File: src/rtl/if_stage.sv
// Instruction fetch: PC, imem req/ready handshake, IF/ID register.
// Latency: one cycle from imem accept to IF/ID; 1 instr/cycle with zero-wait memory.
// Backpressure: PCWrite/IFIDWrite stall park a fetched word in buf; branch_taken overrides stalls.
module if_stage #(
  parameter logic [31:0] RESET_PC  = 32'h0000_0000,
  parameter logic [31:0] NOP_INSTR = 32'h0000_0013
) (
  input  logic        clk,
  input  logic        rst_n,
  input  logic        PCWrite,
  input  logic        IFIDWrite,
  input  logic        branch_taken,
  input  logic [31:0] branch_target,
  output logic        imem_req,
  output logic [31:0] imem_addr,
  input  logic        imem_ready,
  input  logic [31:0] imem_rdata,
  output logic [31:0] IFIDpc,
  output logic [31:0] IFIDinstr,
  output logic        IFIDvalid
);

  localparam logic [1:0] IDLE = 2'd0;
  localparam logic [1:0] REQ  = 2'd1;
  localparam logic [1:0] HOLD = 2'd2;
  localparam logic [1:0] DROP = 2'd3;

  logic [1:0]  state;
  logic [31:0] pc;
  logic [31:0] req_addr;
  logic [31:0] buf_instr;
  logic [31:0] buf_pc;
  logic [31:0] target_aligned;
  logic        advance;

  assign target_aligned = branch_target & 32'hFFFF_FFFC;
  // PCWrite without IFIDWrite is treated as a stall.
  assign advance        = PCWrite & IFIDWrite;

  // DROP keeps presenting the abandoned address until its response is consumed.
  assign imem_req  = (state == REQ) || (state == DROP);
  assign imem_addr = (state == DROP) ? req_addr : pc;

  always_ff @(posedge clk or negedge rst_n) begin
    if (!rst_n) begin
      state     <= IDLE;
      pc        <= RESET_PC;
      req_addr  <= RESET_PC;
      buf_instr <= NOP_INSTR;
      buf_pc    <= 32'h0;
      IFIDpc    <= 32'h0;
      IFIDinstr <= NOP_INSTR;
      IFIDvalid <= 1'b0;
    end else if (branch_taken) begin
      pc        <= target_aligned;
      IFIDinstr <= NOP_INSTR;
      IFIDvalid <= 1'b0;
      buf_instr <= NOP_INSTR;
      buf_pc    <= 32'h0;
      case (state)
        REQ: begin
          if (!imem_ready) begin
            req_addr <= pc;
            state    <= DROP;
          end
        end
        DROP:    state <= DROP;
        default: state <= REQ;
      endcase
    end else begin
      case (state)
        IDLE: state <= REQ;
        REQ: begin
          if (imem_ready) begin
            if (advance) begin
              IFIDinstr <= imem_rdata;
              IFIDpc    <= pc;
              IFIDvalid <= 1'b1;
              pc        <= pc + 32'd4;
            end else begin
              buf_instr <= imem_rdata;
              buf_pc    <= pc;
              state     <= HOLD;
            end
          end else if (IFIDWrite) begin
            IFIDinstr <= NOP_INSTR;
            IFIDvalid <= 1'b0;
          end
        end
        HOLD: begin
          if (advance) begin
            IFIDinstr <= buf_instr;
            IFIDpc    <= buf_pc;
            IFIDvalid <= 1'b1;
            pc        <= pc + 32'd4;
            state     <= REQ;
          end
        end
        DROP: begin
          IFIDinstr <= NOP_INSTR;
          IFIDvalid <= 1'b0;
          if (imem_ready) state <= REQ;
        end
        default: state <= IDLE;
      endcase
    end
  end

endmodule

File: config.mk
export PLATFORM = sky130hd
export DESIGN_NAME = if_stage
export DESIGN_NICKNAME = d
export VERILOG_FILES = /design/src/rtl/if_stage.sv
export SDC_FILE = /design/constraint.sdc
export NUM_CORES = 1
export LEC_CHECK = 0
export ABC_AREA = 1
export CORE_MARGIN = 4
export CORE_UTILIZATION = 40
export CTS_CLUSTER_DIAMETER = 30
export CTS_CLUSTER_SIZE = 25
export DETAILED_ROUTE_END_ITERATION = 8
export DONT_BUFFER_PORTS = 1
export PLACE_DENSITY_LB_ADDON = 0.25
export SLEW_MARGIN = 5
export SYNTH_ARGS = -nofsm -noshare
export SYNTH_HDL_FRONTEND = slang
export SYNTH_SLANG_ARGS = --single-unit
File: constraint.sdc
create_clock -name clk -period 2 [get_ports clk]
set_input_delay 0.2 -clock clk [delete_from_list [all_inputs] [get_ports clk]]
set_output_delay 0.2 -clock clk [all_outputs]
set_load 0.05 [all_outputs]
==> flow_metrics.py <==
metrics = {
    "global_routing": {
        "grt_use_total_pct": 22.0,
        "grt_pass1_vias": 7938,
        "grt_max_degree": 190,
        "grt_remaining_overflow": 0,
        "grt_pass1_wl_mm": 45.3,
        "antenna_found_initial": 0,
    },
    "detailed_routing": {
        "drt-pass1-iter-count": 5,
        "first_iter_violations": 802,
        "vias": 8199,
        "via_per_inst": 5.39,
        "wl_mm": 28.2,
        "wl_per_cell_um": 18.6,
        "postRouteAntennaNets": 0,
        "drc": 0,
    },
    "worst_setup_path": {
        "worstSetupEndpointType": "output pin",
        "start_kind": "register",
        "path_cells": "ha_4 > bufbuf_16 > o21ai_1 > buf_6",
        "cp.required_ns": 1.80,
        "critPathSlowestCell": "dfrtp_2",
        "path_buf_inv": 2,
        "cpLargestDelayFamily": "buffers and inverters",
        "r2r_slack_ns": 0.13,
        "critical_path_class": "register to output pin",
        "crit_path_max_incr_delay_ns": 0.44,
        "cp.arrival_ns": 1.79,
        "path_max_fanout": 30,
    },
    "die": {
        "ios": 168,
        "dieArea_um2": 25400,
        "die_x_um": 159,
        "num_rows": 55,
        "core_area_um2": 22600,
        "die_h_um": 159,
        "start_util_pct": 40.6,
    },
    "cts": {
        "htree_levels": 4,
        "cts_buffer_depth": 2,
        "worstSkewPairLatency_ns": 0.44,
        "holdBufCountCts": 53,
        "clk_pin_slew_ns": 0.08,
        "root_buffer": "clkbuf_16",
        "cts_inserted_buffers": 17,
        "cts_sinks": 189,
        "cts_tree": "yes",
    },
    "placement": {
        "gp_congestion": 0.835,
        "place_hpwl_mm": 17.9,
        "dpl.cell_count": 1429,
        "port_buffers": 0,
    },
    "run": {
        "cap_violations": 0,
    },
    "timing": {
        "fin_skew_ns": 0.0149,
        "period_needed_ns": 1.99,
        "fin_crit_sh_pct": 99.5,
        "whs_ns": -0.549,
        "rsz0062_at_grt": "yes",
        "maxSlewViolCount": 0,
        "worstMarginPinSlew_ns": 0.623,
        "fmax_mhz": 503,
        "finalSetupViolations": 0,
        "slew_headroom_pct": 58.4,
        "hold_viol_final": 189,
    },
    "logic_synthesis": {
        "synth_top_cell_by_area": "dfrtp_1",
        "postSynthAreaPerCell_um2": 7.98,
        "synth_top_area_share_pct": 49.9,
        "synthCells": 1150,
        "synth_cell_types": 38,
        "synthArstFlopShare_pct": 100,
        "ys.flop_type": "dfrtp_1",
        "synth_edf_count": 0,
        "synth_area_um2": 9170,
        "synth.most_common_cell": "nand2_1",
        "ys_top_cells_by_count": "340 x nand2_1, 183 x dfrtp_1, 163 x o21ai_0, 125 x nor2_1",
        "yosysSeqAreaShare_pct": 51.7,
        "synthTopCellsByArea": "dfrtp_1 50%, nand2_1 14%, o21ai_0 8.9%",
        "ys_ff_latch": 189,
        "yosys_warnings": 0,
    },
    "final_layout": {
        "drive_gt1_share_pct": 11.1,
        "diodes": 0,
        "nets": 1296,
        "fin_cells": 1520,
        "num-fill-cells": 2194,
        "utilization_pct": 49.5,
        "areaGrowthSynthToFinish_pct": 21.8,
        "regArea_um2": 4740,
        "multi_input_area_um2": 3930,
    },
    "min_path": {
        "hold_class": "input port to asynchronous set/reset pin",
    },
    "power": {
        "ir_drop_mv": 1.01,
        "p_per_area_nw_per_um2": 1800,
        "finalPower_uw": 20100,
        "leakage_uw": 0.00518,
    },
    "outcome": {
        "status": "finished, violations left",
        "violations": "hold timing",
    },
}
-- final timing paths --
kind                                   start             to  depth (start not counted)
worst min register to register    buf_pc[13]     buf_pc[13]                          2
worst min-delay path                   rst_n   IFIDinstr[2]                          0
worst max-delay path                state[0]  imem_addr[11]                          4
min in group clk                branch_taken       state[1]                          2
worst max register to register         pc[2]         pc[22]                         10
max in group asynchronous              rst_n         pc[23]                          0
-- cells by family after synthesis --
logic type,after synthesis,synth area share [%]
AOI/OAI and AO/OA,276,18.0
xor gates and xnor gates,1,0.0955
other,1,0.0409
adders and majority gates,4,0.546
and+or+nand+nor,540,23.5
buffers and inverters,139,6.21
DFF,189,51.7
-- through the flow --
step / cell area, um2 / worst slack [ns] / hold WS, ns / setup TNS [ns]
after CTS: 11000 / 0.00232 / -0.563 / 0
after floorplan: 9180 / -0.270 / -0.0956 / -8.09
after global routing: 11200 / -0.0469 / -0.572 / -0.543
after global placement: 9830 / 0.184 / -0.0856 / 0
after detailed placement: 9830 / 0.107 / -0.0863 / 0
final: 11200 / 0.0108 / -0.549 / 0
-- routing by layer --
| metal | vias up | share of wire [%] | track usage, % |
|---|---|---|---|
| li1 | 3959 | - | - |
| met1 | 3908 | 46 | 31.5 |
| met2 | 301 | 44 | 32.5 |
| met3 | 31 | 8.3 | 7.25 |
| met4 | 0 | 1.2 | 4.89 |
| met5 | - | 0 | 0 |
-- worst register-to-register path, stage by stage, from the launching register on --
cell and delay (ns):
dfrtp_1 0.44, ha_1 0.23, nand2_1 0.08, nor2_1 0.23, nand2_1 0.23, nor2_1 0.25, nand2_1 0.08, nand2_1 0.06
nand3_1 0.06, nand2_1 0.06, nand2_1 0.05
-- report_power, final --
part | leakage, uW | total, uW | switching, uW | internal [uW]
combinational | 0.00252 | 8710 | 5660 | 3050
sequential | 0.00239 | 8080 | 2950 | 5140
clock | 0.000270 | 3350 | 1600 | 1750
total | 0.00518 | 20100 | 10200 | 9930
-- sequential cells by signal (all words and copies together), names as in the netlist --
| signal | flops |
|---|---|
| IFIDinstr | 32 |
| buf_instr | 32 |
| IFIDpc | 31 |
| buf_pc | 31 |
| pc | 30 |
| req_addr | 30 |
| state | 2 |
| IFIDvalid | 1 |
-- what timing repair did --
action                                  in CTS  in global routing
hold endpoints to repair                   241                189
setup buffers                                2                  2
gates cloned                                 1                  1
pin swaps                                    1                  3
endpoints found under the setup margin      28                 66
resized for setup                           11                 31
-- layout make-up --
| cell class | count | share of cell area, % |
|---|---|---|
| clock buffers | 18 | 3.84 |
| clock inverters | 14 | 1.21 |
| inverters | 67 | 2.25 |
| multi-input cells | 823 | 35.2 |
| flip-flops and latches | 189 | 42.4 |
| well taps | 285 | 3.19 |
| repair buffers | 124 | 11.9 |
-- cells in the final DEF (no fill, tap or decap), types with 4 or more instances in the layout --
cell and count:
a21oi_1 24, a22o_1 21, a22oi_1 4, a31oi_1 30, a32o_1 21, buf_12 9, buf_4 31, buf_6 29
clkbuf_16 18, dfrtp_1 182, dfstp_2 6, dlygate4sd3_1 53, inv_1 62, inv_2 5, inv_6 5, nand2_1 340
nand3_1 61, nor2_1 123, o211ai_1 5, o21ai_0 132, o21ai_1 23, o21ai_2 10
(Power assumes the default switching activity.)
